## src/rtl/seg_scan_display_if.sv

```systemverilog
// Display-side bundle for seg_scan_display: hex/dot/blank/blink/LZ/brightness in, pins out.
// No latency of its own; master drives the i_* fields, slave drives the o_* fields.
// No backpressure: inputs are free-running levels, sampled by the scanner once per frame.
interface seg_scan_display_if #(
    parameter int N_DIGITS = 4,
    parameter int BRIGHT_W = 4
);
    logic [4*N_DIGITS-1:0] i_data;
    logic [N_DIGITS-1:0]   i_dots;
    logic [N_DIGITS-1:0]   i_blank;
    logic [N_DIGITS-1:0]   i_blink;
    logic                  i_lz_en;
    logic [BRIGHT_W-1:0]   i_bright;
    logic [N_DIGITS-1:0]   o_anodes;
    logic [7:0]            o_segments;
    logic                  o_frame;

    modport master (
        output i_data, i_dots, i_blank, i_blink, i_lz_en, i_bright,
        input  o_anodes, o_segments, o_frame
    );

    modport slave (
        input  i_data, i_dots, i_blank, i_blink, i_lz_en, i_bright,
        output o_anodes, o_segments, o_frame
    );
endinterface

```

## src/rtl/seg_scan_display.sv

```systemverilog
// N-digit multiplexed hex 7-segment scanner with per-frame input capture, PWM, LZ blank, blink.
// Latency: anode/segment pins are registered one cycle after the scan state; inputs are seen from the next frame on.
// No backpressure: inputs are sampled only on the last cycle of each frame, never stalled.
module seg_scan_display #(
    parameter int N_DIGITS = 4,
    parameter int DWELL_W  = 14,
    parameter int BRIGHT_W = 4,
    parameter int BLINK_W  = 6
) (
    input  logic              clk,
    input  logic              rst,
    seg_scan_display_if.slave bus
);
    localparam int POS_W = $clog2(N_DIGITS);
    localparam logic [POS_W-1:0] LAST_POS = POS_W'(N_DIGITS - 1);

    logic [DWELL_W-1:0]    dw_cnt;
    logic [POS_W-1:0]      pos;
    logic [BLINK_W-1:0]    frame_cnt;

    logic [4*N_DIGITS-1:0] sh_data;
    logic [N_DIGITS-1:0]   sh_dots;
    logic [N_DIGITS-1:0]   sh_blank;
    logic [N_DIGITS-1:0]   sh_blink;
    logic                  sh_lz_en;
    logic [BRIGHT_W-1:0]   sh_bright;

    logic [N_DIGITS-1:0]   anodes_q;
    logic [7:0]            segments_q;
    logic                  frame_q;

    logic                  dwell_end;
    logic                  frame_end;
    logic [N_DIGITS-1:0]   upper_zero;
    logic [3:0]            nibble;
    logic [6:0]            glyph;
    logic                  digit_on;
    logic [N_DIGITS-1:0]   anodes_nxt;
    logic [7:0]            segments_nxt;

    assign dwell_end = &dw_cnt;
    assign frame_end = dwell_end && (pos == LAST_POS);

    // upper_zero[k]: digit k and every digit to its left hold zero
    for (genvar k = 0; k < N_DIGITS; k++) begin : g_lz
        assign upper_zero[k] = ~|sh_data[4*N_DIGITS-1:4*k];
    end

    // Scan counters: dwell counter, digit position, frame counter for blink phase
    always_ff @(posedge clk) begin
        if (rst) begin
            dw_cnt    <= '0;
            pos       <= '0;
            frame_cnt <= '0;
        end else begin
            dw_cnt <= dw_cnt + DWELL_W'(1);
            if (dwell_end) begin
                pos <= (pos == LAST_POS) ? '0 : pos + POS_W'(1);
            end
            if (frame_end) begin
                frame_cnt <= frame_cnt + BLINK_W'(1);
            end
        end
    end

    // Shadow capture once per frame so a frame never mixes old and new inputs
    always_ff @(posedge clk) begin
        if (rst) begin
            sh_data   <= '0;
            sh_dots   <= '0;
            sh_blank  <= '0;
            sh_blink  <= '0;
            sh_lz_en  <= 1'b0;
            sh_bright <= '0;
        end else if (frame_end) begin
            sh_data   <= bus.i_data;
            sh_dots   <= bus.i_dots;
            sh_blank  <= bus.i_blank;
            sh_blink  <= bus.i_blink;
            sh_lz_en  <= bus.i_lz_en;
            sh_bright <= bus.i_bright;
        end
    end

    // Digit-on decision and glyph lookup for the current scan position
    always_comb begin
        nibble = sh_data[{pos, 2'b00} +: 4];
        glyph  = 7'b0000000;
        case (nibble)
            4'h0: glyph = 7'b1111110;
            4'h1: glyph = 7'b0110000;
            4'h2: glyph = 7'b1101101;
            4'h3: glyph = 7'b1111001;
            4'h4: glyph = 7'b0110011;
            4'h5: glyph = 7'b1011011;
            4'h6: glyph = 7'b1011111;
            4'h7: glyph = 7'b1110000;
            4'h8: glyph = 7'b1111111;
            4'h9: glyph = 7'b1111011;
            4'hA: glyph = 7'b1110111;
            4'hB: glyph = 7'b0011111;
            4'hC: glyph = 7'b1001110;
            4'hD: glyph = 7'b0111101;
            4'hE: glyph = 7'b1001111;
            4'hF: glyph = 7'b1000111;
            default: glyph = 7'b0000000;
        endcase
        digit_on = (dw_cnt[DWELL_W-1 -: BRIGHT_W] < sh_bright)
                && !sh_blank[pos]
                && !(sh_blink[pos] && frame_cnt[BLINK_W-1])
                && !(sh_lz_en && (pos != '0) && upper_zero[pos]);
        anodes_nxt   = '1;
        segments_nxt = 8'h00;
        if (digit_on) begin
            anodes_nxt   = ~({{(N_DIGITS-1){1'b0}}, 1'b1} << pos);
            segments_nxt = {glyph, sh_dots[pos]};
        end
    end

    // Registered pins; o_frame lines up with the cycle the scan state is back at digit 0, dwell 0
    always_ff @(posedge clk) begin
        if (rst) begin
            anodes_q   <= '1;
            segments_q <= 8'h00;
            frame_q    <= 1'b0;
        end else begin
            anodes_q   <= anodes_nxt;
            segments_q <= segments_nxt;
            frame_q    <= frame_end;
        end
    end

    assign bus.o_anodes   = anodes_q;
    assign bus.o_segments = segments_q;
    assign bus.o_frame    = frame_q;
endmodule

```

## src/flat_wrapper.sv

```systemverilog
// flat-port wrapper written by rule: the top's interface ports become plain ports
module seg_scan_display_flat 
#(
    parameter int N_DIGITS = 4,
    parameter int DWELL_W  = 14,
    parameter int BRIGHT_W = 4,
    parameter int BLINK_W  = 6
)
  (clk, rst, bus_i_data, bus_i_dots, bus_i_blank, bus_i_blink, bus_i_lz_en, bus_i_bright, bus_o_anodes, bus_o_segments, bus_o_frame);
  seg_scan_display_if #(.N_DIGITS(N_DIGITS), .BRIGHT_W(BRIGHT_W)) bus_i ();
  input  logic clk;
  input  logic rst;
  input wire logic [$bits(bus_i.i_data)-1:0] bus_i_data;
  input wire logic [$bits(bus_i.i_dots)-1:0] bus_i_dots;
  input wire logic [$bits(bus_i.i_blank)-1:0] bus_i_blank;
  input wire logic [$bits(bus_i.i_blink)-1:0] bus_i_blink;
  input wire logic [$bits(bus_i.i_lz_en)-1:0] bus_i_lz_en;
  input wire logic [$bits(bus_i.i_bright)-1:0] bus_i_bright;
  output wire logic [$bits(bus_i.o_anodes)-1:0] bus_o_anodes;
  output wire logic [$bits(bus_i.o_segments)-1:0] bus_o_segments;
  output wire logic [$bits(bus_i.o_frame)-1:0] bus_o_frame;
  assign bus_i.i_data = bus_i_data;
  assign bus_i.i_dots = bus_i_dots;
  assign bus_i.i_blank = bus_i_blank;
  assign bus_i.i_blink = bus_i_blink;
  assign bus_i.i_lz_en = bus_i_lz_en;
  assign bus_i.i_bright = bus_i_bright;
  assign bus_o_anodes = bus_i.o_anodes;
  assign bus_o_segments = bus_i.o_segments;
  assign bus_o_frame = bus_i.o_frame;
  seg_scan_display #(.N_DIGITS(N_DIGITS), .DWELL_W(DWELL_W), .BRIGHT_W(BRIGHT_W), .BLINK_W(BLINK_W)) u_core (.clk(clk), .rst(rst), .bus(bus_i));
endmodule
```

## config.mk

```make
export PLATFORM = sky130hd
export DESIGN_NAME = seg_scan_display_flat
export DESIGN_NICKNAME = d
export VERILOG_FILES = /design/src/rtl/seg_scan_display_if.sv /design/src/rtl/seg_scan_display.sv /design/src/flat_wrapper.sv
export SDC_FILE = /design/constraint.sdc
export NUM_CORES = 1
export LEC_CHECK = 0
export CORE_MARGIN = 3
export CORE_UTILIZATION = 57
export DETAILED_ROUTE_END_ITERATION = 16
export PLACE_DENSITY = 0.93
export SYNTH_ARGS = -nofsm -noshare
export SYNTH_HDL_FRONTEND = slang
export SYNTH_SLANG_ARGS = --single-unit
```

## constraint.sdc

```tcl
create_clock -name clk -period 4.3 [get_ports clk]
set_clock_uncertainty 0.1 [all_clocks]
set_input_delay 1.29 -clock clk [delete_from_list [all_inputs] [get_ports clk]]
set_output_delay 1.29 -clock clk [all_outputs]
set_load 0.1 [all_outputs]
```

==> results of run 1 <==
-- cell families (layout without fill, tap and decap cells) --
family / count (synthesis) / count (layout) / share of synthesized area, %
buffers and inverters: 27 / 78 / 4.430
DFF: 68 / 68 / 46.80
and+or+nand+nor: 74 / 74 / 14.58
xor gates and xnor gates: 12 / 12 / 3.613
AOI/OAI and AO/OA: 67 / 67 / 17.68
muxes: 10 / 10 / 6.022
adders and majority gates: 16 / 16 / 6.882
-- flip-flops by register name, summed over array words and instances (netlist names), 4 cells and up --
register and cells:
u_core.bus.o_anodes 4, u_core.bus.o_segments 8, u_core.dw_cnt 14, u_core.frame_cnt 6, u_core.sh_blank 4, u_core.sh_blink 4, u_core.sh_bright 4, u_core.sh_data 16
u_core.sh_dots 4
-- metal layers --
metal / vias up / GRT usage, % / part of all wire [%]
li1: 1106 / - / -
met2: 99 / 35.92 / 48
met5: - / 0 / 0
met1: 1066 / 26.89 / 43
met3: 22 / 5.684 / 6.0
met4: 0 / 13.88 / 3.0
-- power by group through the flow --
stage               sequential [W]  clock (W)  combinational (W)
floorplan                 0.000648          0          0.0000109
global placement          0.000648          0          0.0000447
detailed placement        0.000648          0          0.0000455
CTS                       0.000634   0.000535          0.0000457
global route              0.000634   0.000569          0.0000485
finish                    0.000634   0.000531          0.0000457
-- cells in the final DEF, fill, tap and decap left out, types with 3 or more instances in the layout --
master / n
dfxtp_1: 68
clkdlybuf4s50_1: 47
a22o_1: 35
ha_1: 16
nor2_1: 15
a21oi_1: 13
inv_1: 12
clkbuf_8: 11
nand3_1: 9
nand2_1: 8
xnor2_1: 7
mux4_2: 6
nor4_1: 6
and3_1: 6
nor3_1: 5
xor2_1: 5
nand4_1: 4
o21ai_0: 4
nor2b_1: 4
mux2i_1: 4
or4_1: 3
buf_4: 3
-- stage by stage --
| stage | cells | util [%] | hold slack (ps) |
|---|---|---|---|
| 2_1_floorplan | 274 | - | 326.2 |
| 3_3_place_gp | 376 | 70.70 | 338.1 |
| 3_5_place_dp | 376 | 70.70 | 356.6 |
| 4_1_cts | 392 | 74.91 | 371.6 |
| 5_1_grt | 392 | 74.91 | 400.2 |
| 6_report | 392 | 74.91 | 369.1 |
-- layout make-up --
class	instances	area [sq um]	area share (%)
Tap cell	67	83.83	2.323
Clock buffer	12	155.1	4.300
Sequential cell	68	1361	37.73
Clock inverter	4	47.55	1.318
Inverter	12	45.04	1.248
Timing Repair Buffer	50	493.0	13.66
Multi-Input combinational cell	179	1423	39.42
-- path summary, 6_finish.rpt --
path | start | slack, ps | depth (start not counted) | end
worst min register to register | u_core.dw_cnt[0] | 370 | 1 | u_core.dw_cnt[0]
worst min-delay path | u_core.dw_cnt[0] | 370 | 1 | u_core.dw_cnt[0]
worst max register to register | u_core.pos[0] | 1690 | 6 | u_core.bus.o_segments[3]
worst max-delay path | u_core.bus.o_anodes[3] | 1110 | 1 | bus_o_anodes[3]
==> flow_summary.ini, run 1 <==
[placement]
placed_area_sq_mm = 0.003406
globalplace.congestion = 0.8516
place_ws_ps = 1260
dp_hpwl_microns = 4328
io_buffers = 47

[synthesis]
synth.most_common_cell = dfxtp_1
synth_commonest_cells = 68 x dfxtp_1, 35 x a22o_1, 16 x ha_1, 15 x nor2_1, 14 x a21oi_1
yosys_most_used_dff = dfxtp_1
postSynthAreaPerCell_sq_um = 10.62
synthArstFlopShare_pct = 0
syn_area_sq_mm = 0.002909
synth_nets = 325
ys_ff_latch = 68
synth-edff-count = 0
yosysSeqAreaShare_pct = 46.80
syn_inst = 274
yosys_warnings = 0
yosysUniqueCellTypes = 42
synth_area_leaders = dfxtp_1 47%, a22o_1 11%, ha_1 6.9%, mux4_2 4.6%, a21oi_1 2.4%
synth_area_leader_cell = dfxtp_1
yosys.area.top_type_share_pct = 46.80

[global_routing]
grt_antenna_before_repair = 0
first_global_vias = 2230
grt_remaining_overflow = 0
grt_start_max_net_pins = 36
grt_usage_pct = 22.41
grt_pass1_wl_microns = 10580

[final_layout]
syn_to_final_growth_pct = 24.04
nFillCells = 327
layout.nets = 371
drive_above_1_share_pct = 10.46
final_cell_area_sq_mm = 0.003608
n_antenna_cell = 0

[routing]
wl_microns = 6348
routedWlPerCell_microns = 16.19
drc = 0
vias = 2293
viasPerCell = 5.849
drt.antenna.violating_nets = 0
drt_iter0_drc = 136
firstDrtPassIters = 4

[timing]
max_slew.worst_pin.slew_ps = 967.8
relSlewSlack_pct = 35.28
slew_viol_final = 0
max_clock_freq_ghz = 0.3139
setup_slack_ps = 1114
rsz0062_at_grt = false
fin_crit_sh_pct = 74.09
hold_violations = 0
setup_tns_ps = 0
fin_crit_ps = 3186
setup_violations = 0

[job]
drv_cap = 0

[clocking]
htree_num_levels = 3
clk_pin_slew_ps = 70
cts_tree = yes
cts_setup_buffers = 0
clkLatencyLatePin_ps = 340
hold_buffers = 0
cts.path.max_buffers = 2
cts.sinks = 68
ctsResizeCount = 0
numCtsBuffers = 9
cts-root-buf = clkbuf_8

[floorplan]
fp.dieW_microns = 77.44
core_sq_mm = 0.004817
rows = 25
io_pins = 48
start_util_pct = 60.39
die_y_microns = 77.44
dieArea_sq_mm = 0.005997

[critical_path]
start_kind = flip-flop
worstPathArrival_ps = 1800
cp_cell_sequence = clkdlybuf4s50_1
critPathMaxFanout = 1
crit_slowest_cell = clkdlybuf4s50_1
max_stage_delay_ps = 1130
critPathKind = reg -> out
critPathCaptureType = output pin
cp_data_required_time_ps = 2910
cp_top_family = buffers and inverters
path_buf_inv = 1

[outcome]
status = finished, final reports clean

[power_and_ir_drop]
comb_power_share_pct = 3.8
p_leak_nw = 1.361
p_int_w = 0.0009601
switching_share_pct = 20.72
peakVddDrop_mv = 0.2714
seqPwrFrac_pct = 52.3
clkPwrFrac_pct = 43.9
cellPowerDensity_mw_per_mm2 = 335.6
p_sw_w = 0.0002509
power_w = 0.001211

[hold_path]
hold_path.class = reg -> reg
Power figures use the tool's default switching activity.
==> inputs of run 2 (changes only) <==
--- a/config.mk
+++ b/config.mk
@@ -6,9 +6,9 @@
 export NUM_CORES = 1
 export LEC_CHECK = 0
 export CORE_MARGIN = 3
-export CORE_UTILIZATION = 57
+export CORE_UTILIZATION = 47
 export DETAILED_ROUTE_END_ITERATION = 16
-export PLACE_DENSITY = 0.93
+export PLACE_DENSITY = 0.83
 export SYNTH_ARGS = -nofsm -noshare
 export SYNTH_HDL_FRONTEND = slang
 export SYNTH_SLANG_ARGS = --single-unit
==> constraint.sdc (replaced) <==
create_clock -name clk -period 2.7 [get_ports clk]
set_clock_uncertainty 0.1 [all_clocks]
set_input_delay 0.81 -clock clk [delete_from_list [all_inputs] [get_ports clk]]
set_output_delay 0.81 -clock clk [all_outputs]
set_load 0.1 [all_outputs]
==> run 2 against run 1 <==
  * Wire length decreased by 4.7%
  * Global-route usage down 4.9 points
  * Die area is 20% higher
  * Total power up 48%
  * Via count is 0.74% lower
  * Register-to-register slack got worse by 1400 ps
  * Worst hold slack lost 8.1 ps
  * Sequential cell count is the same
  * Largest cell class unchanged
  * Largest power group unchanged
  * Highest routed layer unchanged
==> flow_summary.ini, run 2 (same netlist as run 1, synthesis figures left out) <==
[timing]
relSlewSlack_pct = 46.99
setup_violations = 0
setup_tns_ps = 0
max_slew.worst_pin.slew_ps = 795.1
fin_crit_ps = 2386
setup_slack_ps = 314.1
slew_viol_final = 0
rsz0062_at_grt = false
hold_violations = 0
max_clock_freq_ghz = 0.4191
fin_crit_sh_pct = 88.37

[global_routing]
grt_remaining_overflow = 0
grt_antenna_before_repair = 0
grt_usage_pct = 17.51
grt_start_max_net_pins = 35
first_global_vias = 2168
grt_pass1_wl_microns = 9853

[final_layout]
syn_to_final_growth_pct = 23.53
final_common_cell = dfxtp_1
final_cell_mix = 68 x dfxtp_1, 35 x a22o_1, 34 x clkdlybuf4s50_1, 17 x buf_4, 16 x ha_1
nFillCells = 518
registers.top_by_ff_count = u_core.sh_data
largest_reg_flops = 16
layout.nets = 374
n_antenna_cell = 0
drive_above_1_share_pct = 14.33
fin_util_pct = 60.34

[placement]
io_buffers = 47
dp_hpwl_microns = 4382
globalplace.congestion = 0.8123
place_ws_ps = 242.8

[critical_path]
critPathCaptureType = flip-flop
reg2reg_to = u_core.frame_cnt[5]
worstPathArrival_ps = 2560
cp_data_required_time_ps = 2870
critPathMaxFanout = 8
regToRegStartpoint = u_core.dw_cnt[0]
ff2ff_setup_slack_ps = 310
rr_worst_depth = 5
start_kind = flip-flop
critPathKind = reg -> reg

[clocking]
cts_tree = yes
clkLatencyLatePin_ps = 340
numCtsBuffers = 9
cts-root-buf = clkbuf_8
hold_buffers = 0
cts.sinks = 68
clk_pin_slew_ps = 70
ctsResizeCount = 0
cts.path.max_buffers = 2
cts_setup_buffers = 0
htree_num_levels = 3

[routing]
drt_iter0_drc = 119
wl_microns = 6050
firstDrtPassIters = 4
viasPerCell = 5.648
drt.antenna.violating_nets = 0
vias = 2276
routedWlPerCell_microns = 15.01
drc = 0

[floorplan]
io_pins = 48
die_y_microns = 84.68
core_sq_mm = 0.005956
rows = 28
start_util_pct = 48.84
dieArea_sq_mm = 0.007170
fp.dieW_microns = 84.68

[power_and_ir_drop]
comb_power_share_pct = 4.3
clkPwrFrac_pct = 39.4
p_leak_nw = 1.384
cellPowerDensity_mw_per_mm2 = 498.8
p_sw_w = 0.0003783
seqPwrFrac_pct = 56.4
p_int_w = 0.001414
switching_share_pct = 21.10
peakVddDrop_mv = 0.3817

[hold_path]
min_from = u_core.dw_cnt[0]
hold_path.class = reg -> reg
hold_depth = 1
min_to = u_core.dw_cnt[0]

[job]
drv_cap = 0

[outcome]
status = finished, final reports clean
run 2: power groups by stage:
stage | Sequential (W) | Clock, W | Combinational (W)
finish | 0.00101 | 0.000706 | 0.0000762
global route | 0.00101 | 0.000766 | 0.0000821
CTS | 0.00101 | 0.000719 | 0.0000766
detailed placement | 0.00103 | 0 | 0.0000766
global placement | 0.00103 | 0 | 0.0000751
floorplan | 0.00103 | 0 | 0.0000173
run 2: how the worst max path moves through the flow:
stage	startpoint	endpoint	slack, ps
6_report	u_core.dw_cnt[0]	u_core.frame_cnt[5]	310
5_1_grt	u_core.dw_cnt[0]	u_core.frame_cnt[5]	180
4_1_cts	u_core.dw_cnt[0]	u_core.frame_cnt[5]	340
3_5_place_dp	rst	u_core.sh_data[0]	240
3_3_place_gp	rst	u_core.sh_data[13]	280
2_1_floorplan	u_core.pos[0]	u_core.bus.o_segments[6]	600
run 2: worst max-delay path, cell delays in order (launching register included):
cell and delay, ps:
dfxtp_1 370, ha_1 220, nand3_1 200, or4_1 710
or4_1 560, a21oi_1 160
run 2: routing by layer:
layer	share of wire [%]	routed length [microns]	global-route usage, %
met2	47	2822	27.90
met1	45	2711	21.33
met5	0	0	0
met4	2.9	173	10.36
met3	5.7	343	4.416
run 2: metrics by stage:
step / hold WS, ps / instances / area [sq um] / power, W
after floorplan: 326.2 / 274 / 2909 / 0.001049
after global placement: 338.5 / 387 / 3431 / 0.001108
after detailed placement: 353.3 / 387 / 3431 / 0.001109
after CTS: 365.3 / 403 / 3593 / 0.001806
after global routing: 395.4 / 403 / 3593 / 0.001858
final: 360.9 / 403 / 3593 / 0.001792
run 2: layout make-up:
| class | instances | area, sq um | area share [%] |
|---|---|---|---|
| multi-input cells | 179 | 1423 | 39.59 |
| well taps | 75 | 93.84 | 2.611 |
| clock inverters | 2 | 10.01 | 0.2786 |
| flip-flops and latches | 68 | 1361 | 37.88 |
| clock buffers | 14 | 152.6 | 4.248 |
| repair buffers | 53 | 508.0 | 14.14 |
| inverters | 12 | 45.04 | 1.253 |
